**config.mk**
```make
export PLATFORM = sky130hd
export DESIGN_NAME = pe_cmd_scheduler
export DESIGN_NICKNAME = d
export VERILOG_FILES = /design/src/rtl/pe_cmd_scheduler.sv
export SDC_FILE = /design/constraint.sdc
export NUM_CORES = 1
export LEC_CHECK = 0
export BUFFER_PORTS_ARGS = -buffer_cell sky130_fd_sc_hd__buf_2
export CORE_AREA = 3 3 221 223
export CTS_CLUSTER_DIAMETER = 80
export DETAILED_ROUTE_END_ITERATION = 12
export DIE_AREA = 0 0 224 226
export GPL_TIMING_DRIVEN = 1
export PLACE_DENSITY = 0.69
export SYNTH_ARGS = -nofsm -noshare
export SYNTH_HDL_FRONTEND = slang
export SYNTH_SLANG_ARGS = --single-unit
export TNS_END_PERCENT = 1
```
**constraint.sdc**
```tcl
create_clock -name clk -period 11 [get_ports clk]
set_input_delay 0.55 -clock clk [delete_from_list [all_inputs] [get_ports clk]]
set_output_delay 0.55 -clock clk [all_outputs]
set_load 0.02 [all_outputs]
```
**src/rtl/pe_cmd_scheduler.sv**
```systemverilog
// pe_cmd_scheduler: Nios II multi-cycle custom-instruction front end.
// Queues W/I/O pushes, issues them in order to the PE, fetches ACC results.
module pe_cmd_scheduler #(
  parameter int DataWidth    = 32,
  parameter int FifoAW       = 3,
  parameter int Timeout      = 1023,
  parameter int TimeoutWidth = 10
) (
  input  logic                 clk,
  input  logic                 reset,
  input  logic                 clk_en,
  input  logic                 start,
  input  logic [2:0]           n,
  input  logic [DataWidth-1:0] dataa,
  output logic                 done,
  output logic [DataWidth-1:0] result,
  output logic                 w_valid,
  input  logic                 w_rdy,
  output logic [DataWidth-1:0] w_data,
  output logic                 i_valid,
  input  logic                 i_rdy,
  output logic [DataWidth-1:0] i_data,
  output logic                 o_valid,
  input  logic                 o_rdy,
  output logic [DataWidth-1:0] o_data,
  input  logic                 acc_valid,
  input  logic [DataWidth-1:0] acc_data,
  output logic                 acc_rdy,
  output logic                 pe_sclr
);

  localparam int Depth = 2**FifoAW;
  localparam int EntW  = DataWidth + 2;
  localparam logic [FifoAW:0] CntFull = (FifoAW+1)'(Depth);
  localparam logic [FifoAW:0] CntOne  = (FifoAW+1)'(1);
  localparam logic [TimeoutWidth-1:0] TmrMax = TimeoutWidth'(Timeout);

  typedef enum logic [1:0] {F_IDLE, F_PUSH, F_FETCH, F_DONE} f_state_e;
  typedef enum logic {D_IDLE, D_ISSUE} d_state_e;

  f_state_e f_q, f_d;
  d_state_e d_q, d_d;

  logic [1:0]              op_q, op_d;
  logic [DataWidth-1:0]    arg_q, arg_d;
  logic                    done_q, done_d;
  logic [DataWidth-1:0]    result_q, result_d;
  logic                    err_q, err_d;
  logic                    sclr_q, sclr_d;
  logic [TimeoutWidth-1:0] tmr_q, tmr_d;

  logic [EntW-1:0]   mem_q [Depth];
  logic [FifoAW-1:0] wp_q, wp_d;
  logic [FifoAW-1:0] rp_q, rp_d;
  logic [FifoAW:0]   cnt_q, cnt_d;
  logic [EntW-1:0]   head_q, head_d;

  logic                 full, empty, hs, pop, push, clr, busy, issuing;
  logic [1:0]           head_op;
  logic [EntW-1:0]      wdata;
  logic [FifoAW-1:0]    rp_nxt;
  logic [DataWidth-1:0] status;

  assign issuing = (d_q == D_ISSUE);
  assign head_op = head_q[EntW-1:DataWidth];

  assign w_valid = issuing && (head_op == 2'd1);
  assign i_valid = issuing && (head_op == 2'd2);
  assign o_valid = issuing && (head_op == 2'd3);
  assign w_data  = head_q[DataWidth-1:0];
  assign i_data  = head_q[DataWidth-1:0];
  assign o_data  = head_q[DataWidth-1:0];

  assign acc_rdy = (f_q == F_FETCH);
  assign done    = done_q;
  assign result  = result_q;
  assign pe_sclr = sclr_q;

  assign full  = (cnt_q == CntFull);
  assign empty = (cnt_q == '0);
  assign hs    = (w_valid && w_rdy) || (i_valid && i_rdy) ||
                 (o_valid && o_rdy);
  assign pop   = hs;
  // A full FIFO still accepts the push when the head leaves this cycle.
  assign push  = (f_q == F_PUSH) && (!full || pop);
  assign clr   = (f_q == F_IDLE) && start && (n == 3'd0);
  assign busy  = !empty || issuing;
  assign wdata = {op_q, arg_q};
  assign rp_nxt = rp_q + 1'b1;

  always_comb begin
    status = '0;
    status[DataWidth-1] = err_q;
    status[DataWidth-2] = busy;
    status[FifoAW:0] = cnt_q;
  end

  always_comb begin
    wp_d  = wp_q;
    rp_d  = rp_q;
    cnt_d = cnt_q;
    if (clr) begin
      wp_d  = '0;
      rp_d  = '0;
      cnt_d = '0;
    end else begin
      if (push) wp_d = wp_q + 1'b1;
      if (pop) rp_d = rp_nxt;
      cnt_d = cnt_q + {{FifoAW{1'b0}}, push}
                    - {{FifoAW{1'b0}}, pop};
    end
  end

  always_comb begin
    d_d    = d_q;
    head_d = head_q;
    unique case (d_q)
      D_IDLE: begin
        if (!empty) begin
          d_d    = D_ISSUE;
          head_d = mem_q[rp_q];
        end
      end
      D_ISSUE: begin
        // Back-to-back: the next head is the following slot, or the
        // entry being written right now when the FIFO drains to it.
        if (pop) begin
          if (cnt_q > CntOne) head_d = mem_q[rp_nxt];
          else if (push) head_d = wdata;
          else d_d = D_IDLE;
        end
      end
      default: d_d = D_IDLE;
    endcase
    if (clr) d_d = D_IDLE;
  end

  always_comb begin
    f_d      = f_q;
    op_d     = op_q;
    arg_d    = arg_q;
    tmr_d    = tmr_q;
    err_d    = err_q;
    result_d = '0;
    sclr_d   = 1'b0;
    unique case (f_q)
      F_IDLE: begin
        if (start) begin
          op_d  = n[1:0];
          arg_d = dataa;
          tmr_d = '0;
          unique case (n)
            3'd1, 3'd2, 3'd3: f_d = F_PUSH;
            3'd4: f_d = F_FETCH;
            3'd0: begin
              f_d    = F_DONE;
              sclr_d = 1'b1;
              err_d  = 1'b0;
            end
            3'd5: begin
              f_d      = F_DONE;
              result_d = status;
            end
            default: f_d = F_DONE;
          endcase
        end
      end
      F_PUSH: begin
        if (push) f_d = F_DONE;
      end
      F_FETCH: begin
        if (acc_valid) begin
          result_d = acc_data;
          f_d      = F_DONE;
        end else if (tmr_q == TmrMax) begin
          result_d = '1;
          err_d    = 1'b1;
          f_d      = F_DONE;
        end else begin
          tmr_d = tmr_q + 1'b1;
        end
      end
      F_DONE:  f_d = F_IDLE;
      default: f_d = F_IDLE;
    endcase
    done_d = (f_d == F_DONE);
  end

  always_ff @(posedge clk) begin
    if (reset) begin
      f_q      <= F_IDLE;
      d_q      <= D_IDLE;
      op_q     <= '0;
      arg_q    <= '0;
      done_q   <= 1'b0;
      result_q <= '0;
      err_q    <= 1'b0;
      sclr_q   <= 1'b0;
      tmr_q    <= '0;
      wp_q     <= '0;
      rp_q     <= '0;
      cnt_q    <= '0;
      head_q   <= '0;
    end else if (clk_en) begin
      f_q      <= f_d;
      d_q      <= d_d;
      op_q     <= op_d;
      arg_q    <= arg_d;
      done_q   <= done_d;
      result_q <= result_d;
      err_q    <= err_d;
      sclr_q   <= sclr_d;
      tmr_q    <= tmr_d;
      wp_q     <= wp_d;
      rp_q     <= rp_d;
      cnt_q    <= cnt_d;
      head_q   <= head_d;
    end
  end

  always_ff @(posedge clk) begin
    if (!reset && clk_en && push) mem_q[wp_q] <= wdata;
  end

endmodule

```
==> summary.md, run 1 <==
| Metric | Value |
|---|---|
| Setup bufs post-CTS | `0` |
| Synth Register Bits | `401` |
| Detail Route Antenna Nets | `0` |
| CTS Root Cell | `clkbuf_16` |
| Clk_skew | `0.0168 ns` |
| Number of global-route vias before repair | `12300` |
| Htree depth | `2` |
| Req. time, crit path | `11.38 ns` |
| Placed Cells | `2039` |
| Fillers | `4136` |
| Seq/Total Area, Yosys | `0.574` |
| Skew-Pair Late Insertion Delay | `0.55 ns` |
| Placement row count | `79` |
| Via density | `5.75` |
| I/O pins | `209` |
| DIE AREA | `50600 sq um` |
| Non-Filler Instances | `2118` |
| Most frequent cells in the layout | `272 x edfxtp_1, 207 x buf_2, 188 x nand2_1` |
| Biggest area consumer among synthesized cells | `edfxtp_1` |
| GRT overflow | `0` |
| Cts repair resizes | `0` |
| Synth warnings | `0` |
| Synth Instances | `1395` |
| CTS tree | `yes` |
| Min-delay worst type | `in -> reg` |
| Initial antenna violation count | `0` |
| Status | `finished clean` |
| Commonest non-fill, non-tap cell in the layout | `edfxtp_1` |
| Setup tns final | `0 ns` |
| Detailed Route WL | `46200 microns` |
| First-pass GRT wire length | `71400 microns` |
| Sink of the worst hold path | `arg_q[24]` |
| Max cap viols | `0` |
| Detailed-route via count | `12200` |
| Peak Freq | `314 MHz` |
| Main flop type after synthesis | `edfxtp_1` |
| Fin nets | `1561` |
| Number of synthesized flops with an enable pin | `272` |
| Post-CTS Hold Buffers | `0` |
| Worst R2R Path Depth | `7` |
| CTS buffer count | `43` |
| Largest net degree at the start of global routing | `92` |
| Max-slew headroom | `0.235` |
| Layout area overhead | `13.0%` |
| # port buffers | `208` |
| Reg2reg start | `rp_q[1]` |
| Power per Cell Area | `168 nW/um^2` |
| DR pass1 iterations | `6` |
| Synthesized area per cell | `13.4 sq um` |
| Post-Place Cell Area | `19600 sq um` |
| Main area contributors after synthesis | `edfxtp_1 44%, mux4_2 16%, dfxtp_1 14%` |
| Register-to-register setup slack | `7.82 ns` |
| Final min period | `3.18 ns` |
| Die W | `224 microns` |
| WS Path Type | `reg -> reg` |
| Clock tree buffer depth | `3` |
| Layout cells sized above 1 | `0.321` |
| Slew @ Worst Pin | `1.15 ns` |
| Initial Util | `0.400` |
| Placer congestion estimate | `0.781` |
| Period Utilization, post-route | `0.289` |
| Endpoints failing hold | `0` |
| Total power | `3.55 mW` |
| Critical Path Sink Type | `register` |
| Core area | `46800 sq um` |
| Count of pins over their slew limit | `0` |
| Async set-or-reset flop fraction in the synthesized netlist | `0` |
| Peak VDD IR | `0.112 mV` |
| R2r endpoint | `head_q[0]` |
| Post-synthesis cell type count | `58` |
| RSZ-0062 raised after global routing | `no` |
| Util after Layout | `0.453` |
| Clk sink count | `401` |
| Hold depth | `3` |
| Worst-path fanout max | `36` |
| Die Ht | `226 microns` |
| Post-Syn Nets | `1479` |
| Synth Cell Area | `18700 sq um` |
| DR WL/cell | `21.8 microns` |
| Final setup fails | `0` |
| Post-synth top area share | `0.436` |
| Worst hold start | `dataa[24]` |
| Total track usage | `0.181` |
| Final HPWL DP | `26100 microns` |
| WP data arrival | `3.56 ns` |
| Final non-filler cell area | `21200 sq um` |
| Crit path launch type | `register` |
| DR DRC count | `0` |
| Clock slew at reported path FFs | `0.06 ns` |
| Pleak | `7.07 nW` |
| DR iter-0 viols | `1045` |
registers in the layout, summed over array words and instances (netlist names), named ones only:
register,count
mem_q,272
head_q,34
arg_q,32
result,32
tmr_q,10
cnt_q,4
rp_q,3
wp_q,3
f_q,2
op_q,2
d_q,1
done,1
err_q,1
pe_sclr,1
report_power, final:
group	switching (mW)	leakage, nW	internal [mW]	total, mW
Clock	0.580	0.743	0.975	1.56
Combinational	0.205	2.81	0.101	0.306
Sequential	0.0468	3.52	1.64	1.69
final cells by class:
class | instances | area [sq um] | share of cell area
inverters | 8 | 30.0 | 0.00142
well taps | 607 | 759 | 0.0359
clock inverters | 22 | 329 | 0.0155
diodes | 1 | 2.50 | 0.000118
clock buffers | 56 | 1200 | 0.0566
multi-input cells | 791 | 6870 | 0.324
flip-flops and latches | 401 | 10800 | 0.508
repair buffers | 232 | 1220 | 0.0578
worst max-delay path by stage:
stage | from | to | slack (ns) | cells after the start
2_1_floorplan | d_q | mem_q[4][0] | 6.94 | 5
3_3_place_gp | rp_q[1] | head_q[1] | 7.81 | 7
3_5_place_dp | rp_q[1] | head_q[0] | 7.75 | 7
4_1_cts | rp_q[1] | head_q[28] | 7.75 | 7
5_1_grt | rp_q[1] | head_q[0] | 7.53 | 7
6_report | rp_q[1] | head_q[0] | 7.82 | 7
cell families after synthesis:
logic type               synth area share
buffers and inverters              0.0646
AND/OR/NAND/NOR                    0.0829
adder cells (fa/ha/maj)           0.00642
flip-flops                          0.574
multiplexers                        0.165
AO/OA/AOI/OAI                       0.102
XOR/XNOR                          0.00508
critical path, cell delays in order (launching register included):
cell,delay (ns)
dfxtp_1,0.34
ha_4,0.75
buf_4,0.71
mux4_2,0.58
nand2_1,0.08
a21oi_1,0.07
a2111oi_0,0.38
nor3_1,0.09
synthesized netlist by cell type (all sizes together), types with 4 or more instances:
cell type	count
nor2	66
a22o	34
buf	138
a21oi	114
nand4	5
mux4	135
a2111oi	33
dfxtp	129
nand2	188
a222oi	4
ha	8
a31oi	4
nor2b	7
o21ai	70
edfxtp	272
nor3	43
nand3	16
nand2b	12
xnor2	7
inv	7
clkbuf	57
metrics by stage:
step / hold WS, ns / worst slack [ns]
after detailed placement: 0.450 / 7.75
after CTS: 0.227 / 7.75
after global routing: 0.237 / 7.53
after floorplan: 0.453 / 6.94
after global placement: 0.439 / 7.81
final: 0.243 / 7.82
per-layer routing:
layer,GRT usage,wire length [microns]
met1,0.242,18300
met2,0.305,22600
met3,0.0359,4370
met4,0.0479,976
met5,0,0
(Power assumes the default switching activity.)
==> inputs of run 2 (changes only) <==
- PLACE_DENSITY: 0.69 -> 0.71
- clock period: 11 -> 2.8 ns (I/O delays scaled with it)
==> summary.md, run 2 (synthesis results as in run 1) <==
| Metric | Value |
|---|---|
| Layout area overhead | `18.2%` |
| Reg with most FFs | `mem_q` |
| Commonest non-fill, non-tap cell in the layout | `edfxtp_1` |
| Switch share | `0.248 (+0.0142)` |
| Skew-Pair Late Insertion Delay | `0.56 ns (about the same)` |
| Number of global-route vias before repair | `13000 (+5.9%)` |
| Worst path most repeated cell | `a21oi_1` |
| Clk_skew | `0.0221 ns (+0.00523 ns)` |
| CTS Root Cell | `clkbuf_16` |
| Combinational Power Share | `0.100 (+0.014)` |
| Clock slew at reported path FFs | `0.06 ns (about the same)` |
| Setup ws final | `0.228 ns (-7.59 ns)` |
| Detailed-route via count | `12700 (+4.0%)` |
| M2 GR Usage | `0.319 (+0.0145)` |
| Sw Pwr | `3.29 mW (+300%)` |
| First-pass GRT wire length | `74400 microns (+4.3%)` |
| Status | `finished clean` |
| Reg2reg start | `tmr_q[0]` |
| Peak VDD IR | `0.386 mV (+250%)` |
| DR WL/cell | `21.6 microns (-0.97%)` |
| Util after Layout | `0.473 (+0.0205)` |
| Layout cells sized above 1 | `0.312 (-0.00924)` |
| Fraction of met3 tracks used by global routing | `0.0400 (+0.00416)` |
| Critical Path Start | `tmr_q[0]` |
| Max reg flops | `272 (unchanged)` |
| Final setup fails | `0 (unchanged)` |
| Total track usage | `0.187 (+0.00629)` |
| Worst R2R Path Depth | `8 (+1)` |
| Detailed Route WL | `47900 microns (+3.5%)` |
| Critical-path cell list | `ha_1 > nand3_1 > or3_1 > a21oi_1 > buf_4 > o21ai_0 > a21oi_1 > dlygate4sd3_1` |
| GRT overflow | `0 (unchanged)` |
| Power per Cell Area | `598 nW/um^2 (+260%)` |
| Pre-CTS WS | `0.368 ns (-7.39 ns)` |
| Diodes inserted | `0 (-1)` |
| Slew @ Worst Pin | `1.04 ns (-0.111 ns)` |
| Htree depth | `2 (unchanged)` |
| Max cap viols | `0 (unchanged)` |
| Peak Freq | `389 MHz (+24%)` |
| Final HPWL DP | `28000 microns (+7.5%)` |
| I/O pins | `209 (unchanged)` |
| Critical path capture point | `result[9]` |
| WS Path Type | `reg -> reg` |
| Worst path max stage delay | `0.58 ns (-0.17 ns)` |
| CTS tree | `yes` |
| Setup bufs post-CTS | `0 (unchanged)` |
| Initial Util | `0.400 (unchanged)` |
| GRT Max-Usage Layer | `met2` |
| Period Utilization, post-route | `0.918 (+0.629)` |
| Worst-path fanout max | `30 (-17%)` |
| Crit path launch type | `register` |
| Via density | `5.73 (-0.44%)` |
| CTS buffer count | `41 (-4.7%)` |
| Detail Route Antenna Nets | `0 (unchanged)` |
| Seq pwr share | `0.501 (+0.026)` |
| Pleak | `7.48 nW (+5.9%)` |
| Biggest regs | `mem_q: 272 flops, head_q: 34 flops` |
| DR pass1 iterations | `5 (-1)` |
| Endpoints failing hold | `0 (unchanged)` |
| Placer congestion estimate | `0.796 (+2.0%)` |
| Max-slew headroom | `0.309 (+0.0739)` |
| Placement row count | `79 (unchanged)` |
| GRT met1 Usage | `0.241 (-0.000899)` |
| Clk sink count | `401 (unchanged)` |
| Most frequent cells in the layout | `272 x edfxtp_1, 207 x buf_2, 188 x nand2_1` |
| # port buffers | `208 (unchanged)` |
| Register-to-register setup slack | `0.23 ns (-7.59 ns)` |
| Core area | `46800 sq um (unchanged)` |
| Total power | `13.2 mW (+270%)` |
| Fin nets | `1659 (+6.3%)` |
| DR iter-0 viols | `1364 (+31%)` |
| Initial antenna violation count | `0 (unchanged)` |
| Count of pins over their slew limit | `0 (unchanged)` |
| RSZ-0062 raised after global routing | `no` |
| WP data arrival | `3.06 ns (-0.50 ns)` |
| Final min period | `2.57 ns (-0.608 ns)` |
| Critical Path Sink Type | `register` |
| Max stage delay cell, worst path | `dlygate4sd3_1` |
| DR DRC count | `0 (unchanged)` |
| Die Ht | `226 microns (unchanged)` |
| DIE AREA | `50600 sq um (unchanged)` |
| Clock share of power | `0.399 (-0.039)` |
| Min-delay worst type | `in -> reg` |
| Req. time, crit path | `3.29 ns (-8.09 ns)` |
| Int Pwr | `9.94 mW (+270%)` |
| Clock tree buffer depth | `3 (unchanged)` |
| Largest net degree at the start of global routing | `73 (-21%)` |
| R2r endpoint | `result[9]` |
| Die W | `224 microns (unchanged)` |
[run 2: changes by cell type in the layout (fill, tap and decap cells not counted), moves of 2 or more]
cell           previous run  this run
bufinv_16                 9         3
clkinv_8                  0         2
clkinv_2                  5        10
dlygate4sd3_1             0        80
clkbuf_8                  3         1
buf_12                    0        19
clkbuf_16                45        41
[run 2: final cells by class]
cell class                 count  area, sq um
multi-input combinational    791         6880
clock buffer                  50         1070
inverter                       8         30.0
fill                        3927        24600
sequential                   401        10800
timing repair buffer         332         2410
clock inverter                24          211
tap                          607          759
[run 2: per-stage QoR]
stage	hold slack, ns	setup TNS, ns	cell area [sq um]	std cells
after floorplan	0.276	-107.66	18700	1395
after global placement	0.387	0	20000	2059
after detailed placement	0.391	0	20000	2059
after CTS	0.000587	0	22100	2213
after global routing	0.0388	0	22100	2213
final	0.0174	0	22100	2213
[run 2: timing repair]
action                    4_1_cts  5_1_grt
hold endpoints to repair       72        0
resized for setup               0        0
hold buffers                   80        0
[run 2: per-layer routing]
| metal | vias up | wire [microns] |
|---|---|---|
| met4 | 0 | 1450 |
| li1 | 5619 | - |
| met1 | 6275 | 18500 |
| met2 | 666 | 23500 |
| met5 | - | 0 |
| met3 | 110 | 4420 |
[run 2: how the worst min path moves through the flow]
stage               startpoint          to  slack, ns  cells after the start
global route         acc_valid  result[31]       0.04                      4
finish               acc_valid  result[31]       0.02                      4
global placement     dataa[21]   arg_q[21]       0.39                      3
CTS                  acc_valid  result[31]     0.0006                      4
floorplan             dataa[0]    arg_q[0]       0.28                      2
detailed placement    dataa[8]    arg_q[8]       0.39                      3
[run 2: worst max-delay path: cells and delay by family (launching register included)]
family                   cells  cell delay [ns]
AO/OA/AOI/OAI                3             0.51
adder cells (fa/ha/maj)      1             0.20
buffers and inverters        2             0.87
flip-flops                   1             0.37
AND/OR/NAND/NOR              2             0.56
[run 2: power by group through the flow]
| stage | Combinational [mW] | Clock [mW] | Sequential (mW) |
|---|---|---|---|
| floorplan | 1.03 | 0 | 6.69 |
| global placement | 1.23 | 0 | 6.75 |
| detailed placement | 1.24 | 0 | 6.76 |
| global route | 1.42 | 5.62 | 6.65 |
| CTS | 1.32 | 5.38 | 6.63 |
| finish | 1.32 | 5.28 | 6.63 |
==> inputs of run 3 (changes only) <==
- BUFFER_PORTS_ARGS: -buffer_cell sky130_fd_sc_hd__buf_2 -> -buffer_cell sky130_fd_sc_hd__clkbuf_2
- PLACE_DENSITY: 0.71 -> 0.69
- clock period: 2.8 -> 3.1 ns (I/O delays scaled with it)
==> summary.md, run 3 (synthesis results as in run 1) <==
| Metric | Value |
|---|---|
| Via density | `5.74 (+0.25%)` |
| Sw Pwr | `3.01 mW (-8.3%)` |
| Peak Freq | `350 MHz (-10%)` |
| Fin nets | `1641 (-1.1%)` |
| Slew @ Worst Pin | `1.07 ns (+0.0319 ns)` |
| Max reg flops | `272 (unchanged)` |
| Clk sink count | `401 (unchanged)` |
| Period Utilization, post-route | `0.922 (+0.00352)` |
| DIE AREA | `50600 sq um (unchanged)` |
| Setup bufs post-CTS | `0 (unchanged)` |
| WP data arrival | `3.28 ns (+0.22 ns)` |
| Final setup fails | `0 (unchanged)` |
| Initial Util | `0.400 (unchanged)` |
| Combinational Power Share | `0.099 (about the same)` |
| I/O pins | `209 (unchanged)` |
| Initial antenna violation count | `0 (unchanged)` |
| DR WL/cell | `21.9 microns (+1.3%)` |
| Peak VDD IR | `0.399 mV (+3.2%)` |
| Critical Path Sink Type | `register` |
| WS Path Type | `reg -> reg` |
| Die Ht | `226 microns (unchanged)` |
| Worst path max stage delay | `0.82 ns (+0.24 ns)` |
| Core area | `46800 sq um (unchanged)` |
| Endpoints failing hold | `0 (unchanged)` |
| DR iter-0 viols | `1379 (+1.1%)` |
| Setup ws final | `0.242 ns (+0.0136 ns)` |
| Max cap viols | `0 (unchanged)` |
| GRT overflow | `0 (unchanged)` |
| Pre-CTS WS | `0.289 ns (-0.0786 ns)` |
| Total track usage | `0.192 (+0.00485)` |
| Detailed Route WL | `48200 microns (+0.63%)` |
| Final HPWL DP | `28200 microns (+0.57%)` |
| Post-CTS Hold Buffers | `65 (-19%)` |
| Crit path launch type | `register` |
| Req. time, crit path | `3.52 ns (+0.23 ns)` |
| CTS tree | `yes` |
| Number of global-route vias before repair | `13400 (+2.6%)` |
| Biggest regs | `mem_q: 272 flops, head_q: 34 flops` |
| Reg with most FFs | `mem_q` |
| Placement row count | `79 (unchanged)` |
| Placed Cells | `2055 (-0.19%)` |
| Non-Filler Instances | `2198 (-0.68%)` |
| Power per Cell Area | `551 nW/um^2 (-7.9%)` |
| Htree depth | `2 (unchanged)` |
| Max-slew headroom | `0.288 (-0.0213)` |
| Skew-Pair Late Insertion Delay | `0.58 ns (+0.02 ns)` |
| Placer congestion estimate | `0.783 (-1.7%)` |
| Status | `finished clean` |
| Clock share of power | `0.407 (+0.008)` |
| CTS Root Cell | `clkbuf_16` |
| CTS buffer count | `42 (+2.4%)` |
| Final min period | `2.86 ns (+0.286 ns)` |
| Clock slew at reported path FFs | `0.06 ns (about the same)` |
| Fillers | `4000 (+1.9%)` |
| Clk_skew | `0.0226 ns (+0.000539 ns)` |
| Switch share | `0.249 (+0.000519)` |
| # port buffers | `208 (unchanged)` |
| Seq pwr share | `0.494 (-0.007)` |
| Largest delay share family, worst path | `compound AO/OA/AOI/OAI gates` |
| Max stage delay cell, worst path | `a2111oi_0` |
| DR DRC count | `0 (unchanged)` |
| Pleak | `7.28 nW (-2.7%)` |
| Commonest non-fill, non-tap cell in the layout | `edfxtp_1` |
| Largest net degree at the start of global routing | `85 (+16%)` |
| Die W | `224 microns (unchanged)` |
| Diodes inserted | `0 (unchanged)` |
| Critical-path cell list | `nand2b_1 > a21oi_1 > o221ai_4 > buf_12 > a2111oi_0 > nor3_1` |
| WP buf/inv | `1 (-1)` |
| Min-delay worst type | `in -> reg` |
| Count of pins over their slew limit | `0 (unchanged)` |
| First-pass GRT wire length | `75700 microns (+1.8%)` |
| RSZ-0062 raised after global routing | `no` |
| Layout cells sized above 1 | `0.315 (+0.00294)` |
| Most frequent cells in the layout | `272 x edfxtp_1, 207 x clkbuf_2, 188 x nand2_1` |
| DR pass1 iterations | `5 (unchanged)` |
| Worst-path fanout max | `21 (-30%)` |
| Layout area overhead | `17.3%` |
| Int Pwr | `9.09 mW (-8.6%)` |
| Cts repair resizes | `0 (unchanged)` |
| Clock tree buffer depth | `3 (unchanged)` |
| Detailed-route via count | `12600 (-0.43%)` |
| Detail Route Antenna Nets | `0 (unchanged)` |
| Setup tns final | `0 ns (unchanged)` |
[run 3: worst register-to-register path, delay by kind of cell, from the launching register on]
family | cells | cell delay, ns
flip-flops | 1 | 0.47
AND/OR/NAND/NOR | 2 | 0.29
buffers and inverters | 1 | 0.34
AO/OA/AOI/OAI | 3 | 1.61
[run 3: power by group through the flow]
stage	Sequential [mW]	Combinational, mW	Clock (mW)
floorplan	6.05	0.928	0
global placement	6.09	1.12	0
detailed placement	6.10	1.12	0
CTS	5.99	1.19	5.01
global route	6.01	1.28	5.24
finish	5.98	1.19	4.92
[run 3: path summary, 6_finish.rpt]
| path | start | end | slack (ns) | cells past startpoint |
|---|---|---|---|---|
| max | f_q[0] | head_q[2] | 0.24 | 6 |
| min | reset | arg_q[31] | 0.04 | 2 |
| max reg2reg | f_q[0] | head_q[2] | 0.24 | 6 |
| min reg2reg | result[9] | result[9] | 0.46 | 2 |
[run 3: cell type report]
cell class | instances | area [sq um] | area share
Sequential cell | 401 | 10800 | 0.490
Multi-Input combinational cell | 791 | 6900 | 0.314
Timing Repair Buffer | 313 | 2170 | 0.0988
Clock buffer | 58 | 1180 | 0.0535
Tap cell | 607 | 759 | 0.0346
Clock inverter | 20 | 171 | 0.00780
Inverter | 8 | 30.0 | 0.00137
[run 3: layer usage]
layer	global-route usage	wire length, microns	share of wire	up-vias
met5	0	0	0	-
met4	0.0801	1640	0.034	0
met3	0.0485	4770	0.099	118
met2	0.319	23300	0.48	645
met1	0.242	18400	0.38	6275
li1	-	-	-	5577
[run 3: through the flow]
step           utilization  power (mW)  area (sq um)  hold WS (ns)
4_1_cts              0.470        12.2         22000        0.0128
2_1_floorplan            -        6.97         18700         0.291
3_3_place_gp         0.427        7.20         20000         0.386
6_report             0.470        12.1         22000        0.0368
5_1_grt              0.470        12.5         22000        0.0501
3_5_place_dp         0.427        7.22         20000         0.385
